[config.mk]
export PLATFORM = sky130hd
export DESIGN_NAME = radix_serial_multiplier_flat
export DESIGN_NICKNAME = d
export VERILOG_FILES = /design/src/rtl/radix_serial_multiplier_pkg.sv /design/src/rtl/radix_serial_multiplier_if.sv /design/src/rtl/radix_serial_multiplier_pp_gen.sv /design/src/rtl/radix_serial_multiplier.sv /design/src/flat_wrapper.sv
export SDC_FILE = /design/constraint.sdc
export NUM_CORES = 1
export LEC_CHECK = 0
export ABC_AREA = 1
export CAP_MARGIN = 5
export CELL_PAD_IN_SITES_DETAIL_PLACEMENT = 0
export CELL_PAD_IN_SITES_GLOBAL_PLACEMENT = 1
export CORE_MARGIN = 2
export CORE_UTILIZATION = 42
export DETAILED_ROUTE_END_ITERATION = 8
export GPL_TIMING_DRIVEN = 0
export HOLD_SLACK_MARGIN = 0.02
export MAX_ROUTING_LAYER = met4
export PLACE_DENSITY_LB_ADDON = 0.05
export SLEW_MARGIN = 10
export SYNTH_ARGS = -nofsm -noshare
export SYNTH_HDL_FRONTEND = slang
export SYNTH_SLANG_ARGS = --single-unit
[constraint.sdc]
create_clock -name clk -period 3.5 [get_ports clk]
set_input_delay 0.7 -clock clk [delete_from_list [all_inputs] [get_ports clk]]
set_output_delay 0.7 -clock clk [all_outputs]
set_load 0.01 [all_outputs]
[src/rtl/radix_serial_multiplier_pkg.sv]
// Shared types and helpers for the radix serial multiplier.
package serial_mult_pkg;

    typedef enum logic [1:0] {
        IDLE = 2'd0,
        CALC = 2'd1,
        DONE = 2'd2
    } state_t;

    // Widest operand abs_mag can handle; callers sign- or zero-extend to this width.
    localparam int unsigned MagMaxW = 64;

    function automatic int unsigned digits(input int unsigned width,
                                           input int unsigned radix_bits);
        return width / radix_bits;
    endfunction

    function automatic logic [MagMaxW-1:0] abs_mag(input logic [MagMaxW-1:0] value,
                                                   input logic               signed_mode);
        return (signed_mode && value[MagMaxW-1]) ? -value : value;
    endfunction

endpackage

[src/rtl/radix_serial_multiplier_if.sv]
// Operand/product handshake bundle for radix_serial_multiplier.
interface radix_serial_multiplier_if #(
    parameter int unsigned WIDTH = 8
);
    logic                 multiplier_valid;
    logic                 multiplier_ready;
    logic                 signed_mode;
    logic [WIDTH-1:0]     multiplier1;
    logic [WIDTH-1:0]     multiplier2;
    logic                 product_valid;
    logic                 product_ready;
    logic [2*WIDTH-1:0]   product;

    modport master (
        output multiplier_valid,
        output signed_mode,
        output multiplier1,
        output multiplier2,
        output product_ready,
        input  multiplier_ready,
        input  product_valid,
        input  product
    );

    modport slave (
        input  multiplier_valid,
        input  signed_mode,
        input  multiplier1,
        input  multiplier2,
        input  product_ready,
        output multiplier_ready,
        output product_valid,
        output product
    );

endinterface

[src/rtl/radix_serial_multiplier_pp_gen.sv]
// Combinational multiplicand x RADIX_BITS-digit partial product.
module radix_pp_gen #(
    parameter int unsigned WIDTH      = 8,
    parameter int unsigned RADIX_BITS = 1
) (
    input  logic [WIDTH-1:0]            mcand_i,
    input  logic [RADIX_BITS-1:0]       digit_i,
    output logic [WIDTH+RADIX_BITS-1:0] pp_o
);
    localparam int unsigned PpW = WIDTH + RADIX_BITS;

    assign pp_o = PpW'(mcand_i) * PpW'(digit_i);

endmodule

[src/rtl/radix_serial_multiplier.sv]
// Serial shift-add multiplier retiring RADIX_BITS multiplier bits per cycle.
// Define SERIAL_MULT_EARLY_TERM_EN to finish as soon as the remaining multiplier is zero.
module radix_serial_multiplier
    import serial_mult_pkg::*;
#(
    parameter int unsigned WIDTH      = 8,
    parameter int unsigned RADIX_BITS = 1
) (
    input logic                      clk,
    input logic                      rst_n,
    radix_serial_multiplier_if.slave bus_io
);
    localparam int unsigned N     = digits(WIDTH, RADIX_BITS);
    localparam int unsigned CntW  = (N > 1) ? $clog2(N) : 1;
    localparam int unsigned PpW   = WIDTH + RADIX_BITS;
    localparam int unsigned ProdW = 2 * WIDTH;

    if (!(RADIX_BITS == 1 || RADIX_BITS == 2 || RADIX_BITS == 4)) begin : g_bad_radix
        $error("RADIX_BITS must be 1, 2 or 4");
    end
    if ((WIDTH % RADIX_BITS) != 0) begin : g_bad_split
        $error("RADIX_BITS must divide WIDTH");
    end
    if (WIDTH >= MagMaxW) begin : g_bad_width
        $error("WIDTH too large for abs_mag");
    end

    state_t           state_q, state_d;
    logic             neg_q, neg_d;
    logic [WIDTH-1:0] mcand_q, mcand_d;
    logic [WIDTH-1:0] mplier_q, mplier_d;
    logic [ProdW-1:0] acc_q, acc_d;
    logic [ProdW-1:0] product_q, product_d;
    logic [CntW-1:0]  cnt_q, cnt_d;

    logic             sgn1, sgn2;
    logic [WIDTH-1:0] mag1, mag2;
    logic [WIDTH-1:0] mplier_shift;
    logic [PpW-1:0]   pp;
    logic [ProdW-1:0] acc_sum;
    logic             last_digit;

    assign sgn1 = bus_io.signed_mode & bus_io.multiplier1[WIDTH-1];
    assign sgn2 = bus_io.signed_mode & bus_io.multiplier2[WIDTH-1];
    assign mag1 = WIDTH'(abs_mag({{(MagMaxW-WIDTH){sgn1}}, bus_io.multiplier1},
                                 bus_io.signed_mode));
    assign mag2 = WIDTH'(abs_mag({{(MagMaxW-WIDTH){sgn2}}, bus_io.multiplier2},
                                 bus_io.signed_mode));

    radix_pp_gen #(
        .WIDTH      (WIDTH),
        .RADIX_BITS (RADIX_BITS)
    ) u_pp_gen (
        .mcand_i (mcand_q),
        .digit_i (mplier_q[RADIX_BITS-1:0]),
        .pp_o    (pp)
    );

    assign mplier_shift = mplier_q >> RADIX_BITS;
    assign acc_sum      = acc_q + (ProdW'(pp) << (RADIX_BITS * 32'(cnt_q)));

`ifdef SERIAL_MULT_EARLY_TERM_EN
    // Nothing left to add once the unconsumed multiplier bits are all zero.
    assign last_digit = (cnt_q == CntW'(N - 1)) || (mplier_shift == '0);
`else
    assign last_digit = (cnt_q == CntW'(N - 1));
`endif

    always_comb begin
        state_d   = state_q;
        neg_d     = neg_q;
        mcand_d   = mcand_q;
        mplier_d  = mplier_q;
        acc_d     = acc_q;
        cnt_d     = cnt_q;
        product_d = product_q;
        unique case (state_q)
            IDLE: begin
                if (bus_io.multiplier_valid) begin
                    neg_d    = sgn1 ^ sgn2;
                    mcand_d  = mag1;
                    mplier_d = mag2;
                    acc_d    = '0;
                    cnt_d    = '0;
                    state_d  = CALC;
                end
            end
            CALC: begin
                acc_d    = acc_sum;
                mplier_d = mplier_shift;
                cnt_d    = cnt_q + CntW'(1);
                if (last_digit) begin
                    product_d = neg_q ? -acc_sum : acc_sum;
                    state_d   = DONE;
                end
            end
            DONE: begin
                if (bus_io.product_ready) begin
                    state_d = IDLE;
                end
            end
            default: state_d = IDLE;
        endcase
    end

    always_ff @(posedge clk or negedge rst_n) begin
        if (!rst_n) begin
            state_q   <= IDLE;
            neg_q     <= 1'b0;
            mcand_q   <= '0;
            mplier_q  <= '0;
            acc_q     <= '0;
            cnt_q     <= '0;
            product_q <= '0;
        end else begin
            state_q   <= state_d;
            neg_q     <= neg_d;
            mcand_q   <= mcand_d;
            mplier_q  <= mplier_d;
            acc_q     <= acc_d;
            cnt_q     <= cnt_d;
            product_q <= product_d;
        end
    end

    assign bus_io.multiplier_ready = (state_q == IDLE);
    assign bus_io.product_valid    = (state_q == DONE);
    assign bus_io.product          = product_q;

endmodule

[src/flat_wrapper.sv]
// flat-port wrapper written by rule: the top's interface ports become plain ports
module radix_serial_multiplier_flat import serial_mult_pkg::*;
#(
    parameter int unsigned WIDTH      = 8,
    parameter int unsigned RADIX_BITS = 1
)
  (clk, rst_n, bus_io_multiplier_valid, bus_io_signed_mode, bus_io_multiplier1, bus_io_multiplier2, bus_io_product_ready, bus_io_multiplier_ready, bus_io_product_valid, bus_io_product);
  radix_serial_multiplier_if #(.WIDTH(WIDTH)) bus_io_i ();
  input logic clk;
  input logic rst_n;
  input wire logic [$bits(bus_io_i.multiplier_valid)-1:0] bus_io_multiplier_valid;
  input wire logic [$bits(bus_io_i.signed_mode)-1:0] bus_io_signed_mode;
  input wire logic [$bits(bus_io_i.multiplier1)-1:0] bus_io_multiplier1;
  input wire logic [$bits(bus_io_i.multiplier2)-1:0] bus_io_multiplier2;
  input wire logic [$bits(bus_io_i.product_ready)-1:0] bus_io_product_ready;
  output wire logic [$bits(bus_io_i.multiplier_ready)-1:0] bus_io_multiplier_ready;
  output wire logic [$bits(bus_io_i.product_valid)-1:0] bus_io_product_valid;
  output wire logic [$bits(bus_io_i.product)-1:0] bus_io_product;
  assign bus_io_i.multiplier_valid = bus_io_multiplier_valid;
  assign bus_io_i.signed_mode = bus_io_signed_mode;
  assign bus_io_i.multiplier1 = bus_io_multiplier1;
  assign bus_io_i.multiplier2 = bus_io_multiplier2;
  assign bus_io_i.product_ready = bus_io_product_ready;
  assign bus_io_multiplier_ready = bus_io_i.multiplier_ready;
  assign bus_io_product_valid = bus_io_i.product_valid;
  assign bus_io_product = bus_io_i.product;
  radix_serial_multiplier #(.WIDTH(WIDTH), .RADIX_BITS(RADIX_BITS)) u_core (.clk(clk), .rst_n(rst_n), .bus_io(bus_io_i));
endmodule
==> flow_metrics.tcl <==
set metrics [dict create \
    crit_fanout 10 \
    grt_use_met3_pct 2.24 \
    multi_input_area_um2 2410 \
    grt_overflow_total 0 \
    vias 3819 \
    synth_area_leaders "dfrtp_1, nand2_1, o21ai_0" \
    slew_viol_final 0 \
    worst_ir_drop_vdd_mv 0.443 \
    setup_slack_ns 0.300 \
    antenna_found_initial 0 \
    start_util_pct 42.6 \
    die_height_um 103 \
    ant_nets 0 \
    clockBufferDepth 2 \
    syn_inst 591 \
    gp_congestion 0.885 \
    clk_latency_ns 0.33 \
    min_period_ns 3.20 \
    yosys.area.top_type "dfrtp_1" \
    min_period_over_period_pct 91.4 \
    synthFlopType "dfrtp_1" \
    cts_made_buffers 5 \
    busiest_layer "met2" \
    yosysMostFrequentCell "nand2_1" \
    io_pins 39 \
    cts_tree "yes" \
    diodes 0 \
    die_x_um 103 \
    fin_util_pct 49.4 \
    ff2ff_path_depth 17 \
    numClockSinks 54 \
    dpl_cell_area_um2 4650 \
    fin_skew_ns 0.0184 \
    startpoint_type "register" \
    viasPerCell 4.97 \
    ys_warn_count 0 \
    post_cts_buffers 0 \
    final_cells 768 \
    required_ns 3.72 \
    synth_common_cells "nand2_1, inv_1, o21ai_0, dfrtp_1, nand3_1" \
    ys_ff_latch 54 \
    clk_pin_slew_worst_paths_ns 0.12 \
    track_usage_pct 21.5 \
    synth_area_per_cell_um2 6.92 \
    fp.coreArea_um2 9590 \
    p_per_area_nw_per_um2 1090 \
    grt_pass1_wl_um 16900 \
    htree_levels 2 \
    worstSetupPathType "register to register" \
    fill_cells 1010 \
    seqCellArea_um2 1350 \
    netlist.area_leader.share_pct 33.0 \
    p_leak_nw 2.36 \
    rrSetupSlack_ns 0.30 \
    relSlewSlack_pct 63.7 \
    worstPathArrival_ns 3.42 \
    drv_cap 0 \
    min_path_type "input pin to async pin" \
    synth-seq-area-share_pct 33.0 \
    grt_max_degree 35 \
    nets 677 \
    fmax_ghz 0.312 \
    dr.pass1.iters 4 \
    tightest_slew_ns 0.540 \
    fin_area_um2 4740 \
    fp.dieArea_um2 10500 \
    drc_errors 0 \
    avgRoutedWirePerCell_um 13.7 \
    place_inst 763 \
    setup_violations 0 \
    rsz0062_at_grt "true" \
    end_kind "register" \
    first_iter_violations 154 \
    yosysUniqueCellTypes 38 \
    cts_root_buf "clkbuf_8" \
    fp-row-count 36 \
    dp_hpwl_um 8850 \
    status "finished clean" \
    syn_to_final_growth_pct 15.9 \
    totalWireLength_um 10600 \
    dp_slack_ns -0.0104 \
    drive_gt1_share_pct 8.19 \
    grtUsageMet1_pct 25.6 \
    grt_pass1_vias 3541 \
    synth.net_count 634 \
    synth_area_um2 4090 \
    grt_util_met2_pct 39.3 \
    synth_edf_count 0 \
    finalHoldViolCount 0 \
    synthArstFlopShare_pct 100 \
    portBuffers 38 \
]
[final timing paths]
check,from,end
min,rst_n,u_core.acc_q[15]
max,u_core.cnt_q[0],u_core.bus_io.product[10]
max reg2reg,u_core.cnt_q[0],u_core.bus_io.product[10]
max in group asynchronous,rst_n,u_core.mplier_q[0]
min in group clk,u_core.bus_io.product[15],u_core.bus_io.product[15]
min reg2reg,u_core.bus_io.product[15],u_core.bus_io.product[15]
[timing repair]
item                       in CTS  in global routing
gates resized for setup         0                  6
setup endpoints to repair       1                  6
hold buffers                    0                  0
pin swaps                       0                  1
gates cloned                    0                  0
[logic make-up (layout without fill, tap and decap cells)]
kind of cell / Yosys count / after routing / share of synthesized area (%)
flops: 54 / 54 / 33.0
simple gates: 311 / 311 / 34.4
buf+inv: 87 / 131 / 8.11
fa+ha+maj: 22 / 22 / 6.92
mux: 3 / 3 / 0.734
compound gates: 96 / 96 / 13.0
xor+xnor: 18 / 18 / 3.86
[layout by cell type (no fill, tap or decap), types with 3 or more instances in the layout]
cell / instances
o21ai_0: 60
nor2_1: 41
nand2_1: 177
nor2_4: 3
nand3_1: 45
a21oi_1: 15
clkbuf_1: 6
nand4_1: 6
mux2i_1: 3
buf_2: 5
clkdlybuf4s50_1: 37
ha_1: 20
a22oi_1: 6
inv_1: 69
nand3b_1: 4
nand2_2: 16
xnor2_1: 6
xor2_1: 12
dfrtp_1: 53
clkbuf_8: 5
nand2_4: 4
nor3_1: 4
nand3_2: 4
o31ai_1: 3
[worst max-delay path, cell delays in order, from the launching register on]
cell,delay [ns]
dfrtp_1,0.42
clkbuf_2,0.19
nor2_1,0.17
inv_1,0.07
nor3_1,0.19
ha_2,0.28
fa_1,0.43
inv_1,0.13
ha_1,0.18
a21boi_0,0.19
nand3_1,0.12
nor2_1,0.10
nand2_1,0.10
nor2_2,0.13
nand2_1,0.07
nand2_2,0.08
xor2_1,0.17
o21ai_1,0.07
[sequential cells by signal, summed over array words and instances, names as in the netlist]
register	cells
u_core.acc_q	16
u_core.bus_io.product	16
u_core.cnt_q	3
u_core.mcand_q	8
u_core.mplier_q	8
u_core.neg_q	1
u_core.state_q	2
[metal layers]
layer / vias to the layer above / part of all wire, %
met4: 0 / 1.3
met3: 12 / 2.5
met2: 49 / 52
met5: - / 0
met1: 1761 / 44
li1: 1997 / -
[where the power goes]
part / total (W) / leakage, nW / switching [W] / internal, W
Clock: 0.000392 / 0.0491 / 0.000244 / 0.000148
Combinational: 0.00363 / 1.64 / 0.00231 / 0.00131
Sequential: 0.00116 / 0.677 / 0.000243 / 0.000915
Total: 0.00518 / 2.36 / 0.00280 / 0.00238
[stage by stage]
step,hold slack [ns],TNS (ns),power (W)
2_1_floorplan,0.404,0,0.00382
3_3_place_gp,0.465,-0.0224,0.00478
3_5_place_dp,0.465,-0.0104,0.00484
4_1_cts,0.347,0,0.00523
5_1_grt,0.360,-0.0819,0.00575
6_report,0.327,0,0.00518
[area by class of cell]
class	count	share of cell area (%)
repair buffers	39	8.34
inverters	72	5.70
flip-flops and latches	54	28.5
multi-input cells	450	50.8
clock inverters	3	0.554
plain buffers	12	1.08
clock buffers	5	1.45
well taps	133	3.51
Power figures use the tool's default switching activity.
==> RTL change: new RTL, config.mk and constraints unchanged <==
Encoding of `state_t`: now one-hot (3 bits for 3 states).
--- a/src/rtl/radix_serial_multiplier_pkg.sv
+++ b/src/rtl/radix_serial_multiplier_pkg.sv
@@ -1,10 +1,10 @@
 // Shared types and helpers for the radix serial multiplier.
 package serial_mult_pkg;
 
-    typedef enum logic [1:0] {
-        IDLE = 2'd0,
-        CALC = 2'd1,
-        DONE = 2'd2
+    typedef enum logic [2:0] {
+        IDLE = 3'b001,
+        CALC = 3'b010,
+        DONE = 3'b100
     } state_t;
 
     // Widest operand abs_mag can handle; callers sign- or zero-extend to this width.
Behaviour: no difference found for any inputs over 4 cycles, from zero or initial values and one cycle with rst_n low; so few cycles prove little.
==> RTL change against the original RTL <==
  * Total power fell by 26%
  * Sequential power fell by 16%
  * Final area rose by 0.74%
  * Final cell count rose by 0.78%
  * Sequential cell count rose by 1
  * Area after synthesis barely moved
  * Die area barely moved
  * Worst setup slack improved by 0.025 ns
  * Via count fell by 0.13%
  * Core utilization rose by 0.37 points
  * Routed wire length fell by 4.3%
  * Critical endpoint is now u_core.bus_io.product[14]
  * Largest cell class unchanged
==> RTL change: results <==
[status]
outcome = "completed"

[drt]
wl_per_cell_um = 13.1
met2_wirelength_um = 5130
met1Wirelength_um = 4550
dr_total_vias = 3814
wl_met3_um = 312

[setup_path]
crit_path_max_fanout = 9
reg2reg_to = "u_core.bus_io.product[14]"
r2r_cells = 18
r2r_slack_ns = 0.32
arrival_ns = 3.40

[sta]
max_freq_mhz = 315
slew_headroom_pct = 53.3
worst_clock_skew_ns = 0.0153

[power]
peakVddDrop_v = 0.000350
comb_power_share_pct = 60.6
pg_seq_uw = 974

[place]
place.gp.congestion = 0.869
dp_slack_ns = -0.00122
dp_hpwl_um = 8330
dp.cells = 768

[global_route]
grt_pass1_vias = 3602
use_met1_pct = 25.2
grt_max_degree = 56
use_met3_pct = 2.85

[synth]
synth_compound_area_share_pct = 11.7
synth-xor-area-share_pct = 2.79
synth.net_count = 640
yosys-top-cells-count = "nand2_1, inv_1, o21ai_0, dfrtp_1, nor2_1"
seq_area_frac_synth_pct = 33.7
synthMuxAreaShare_pct = 0.735
synth-adder-area-share_pct = 6.92

[finish]
nonClkBufAreaFrac_pct = 9.41
fin_nets = 683
nNonClkInverters = 78
multi_input_area_share_pct = 49.1

[clocking]
numClockSinks = 55
[RTL change: worst register-to-register path, delay by kind of cell (launching register included)]
family | cells | cell delay (ns)
and+or+nand+nor | 11 | 1.32
adders and majority gates | 3 | 0.96
buffers and inverters | 4 | 0.42
DFF | 1 | 0.39
[RTL change: cell families after synthesis]
group,count (synthesis)
multiplexers,3
AND/OR/NAND/NOR,322
adder cells (fa/ha/maj),22
XOR/XNOR,13
buffers and inverters,93
flip-flops,55
AO/OA/AOI/OAI,89
[RTL change: through the flow]
stage          power (uW)  cell area (um^2)  hold WS (ns)  TNS (ns)
2_1_floorplan        2720              4090         0.404         0
3_3_place_gp         3290              4630         0.464     -4.90
3_5_place_dp         3310              4630         0.465  -0.00124
4_1_cts              3840              4770         0.443         0
6_report             3810              4770         0.403         0
5_1_grt              4220              4770         0.456   -0.0394
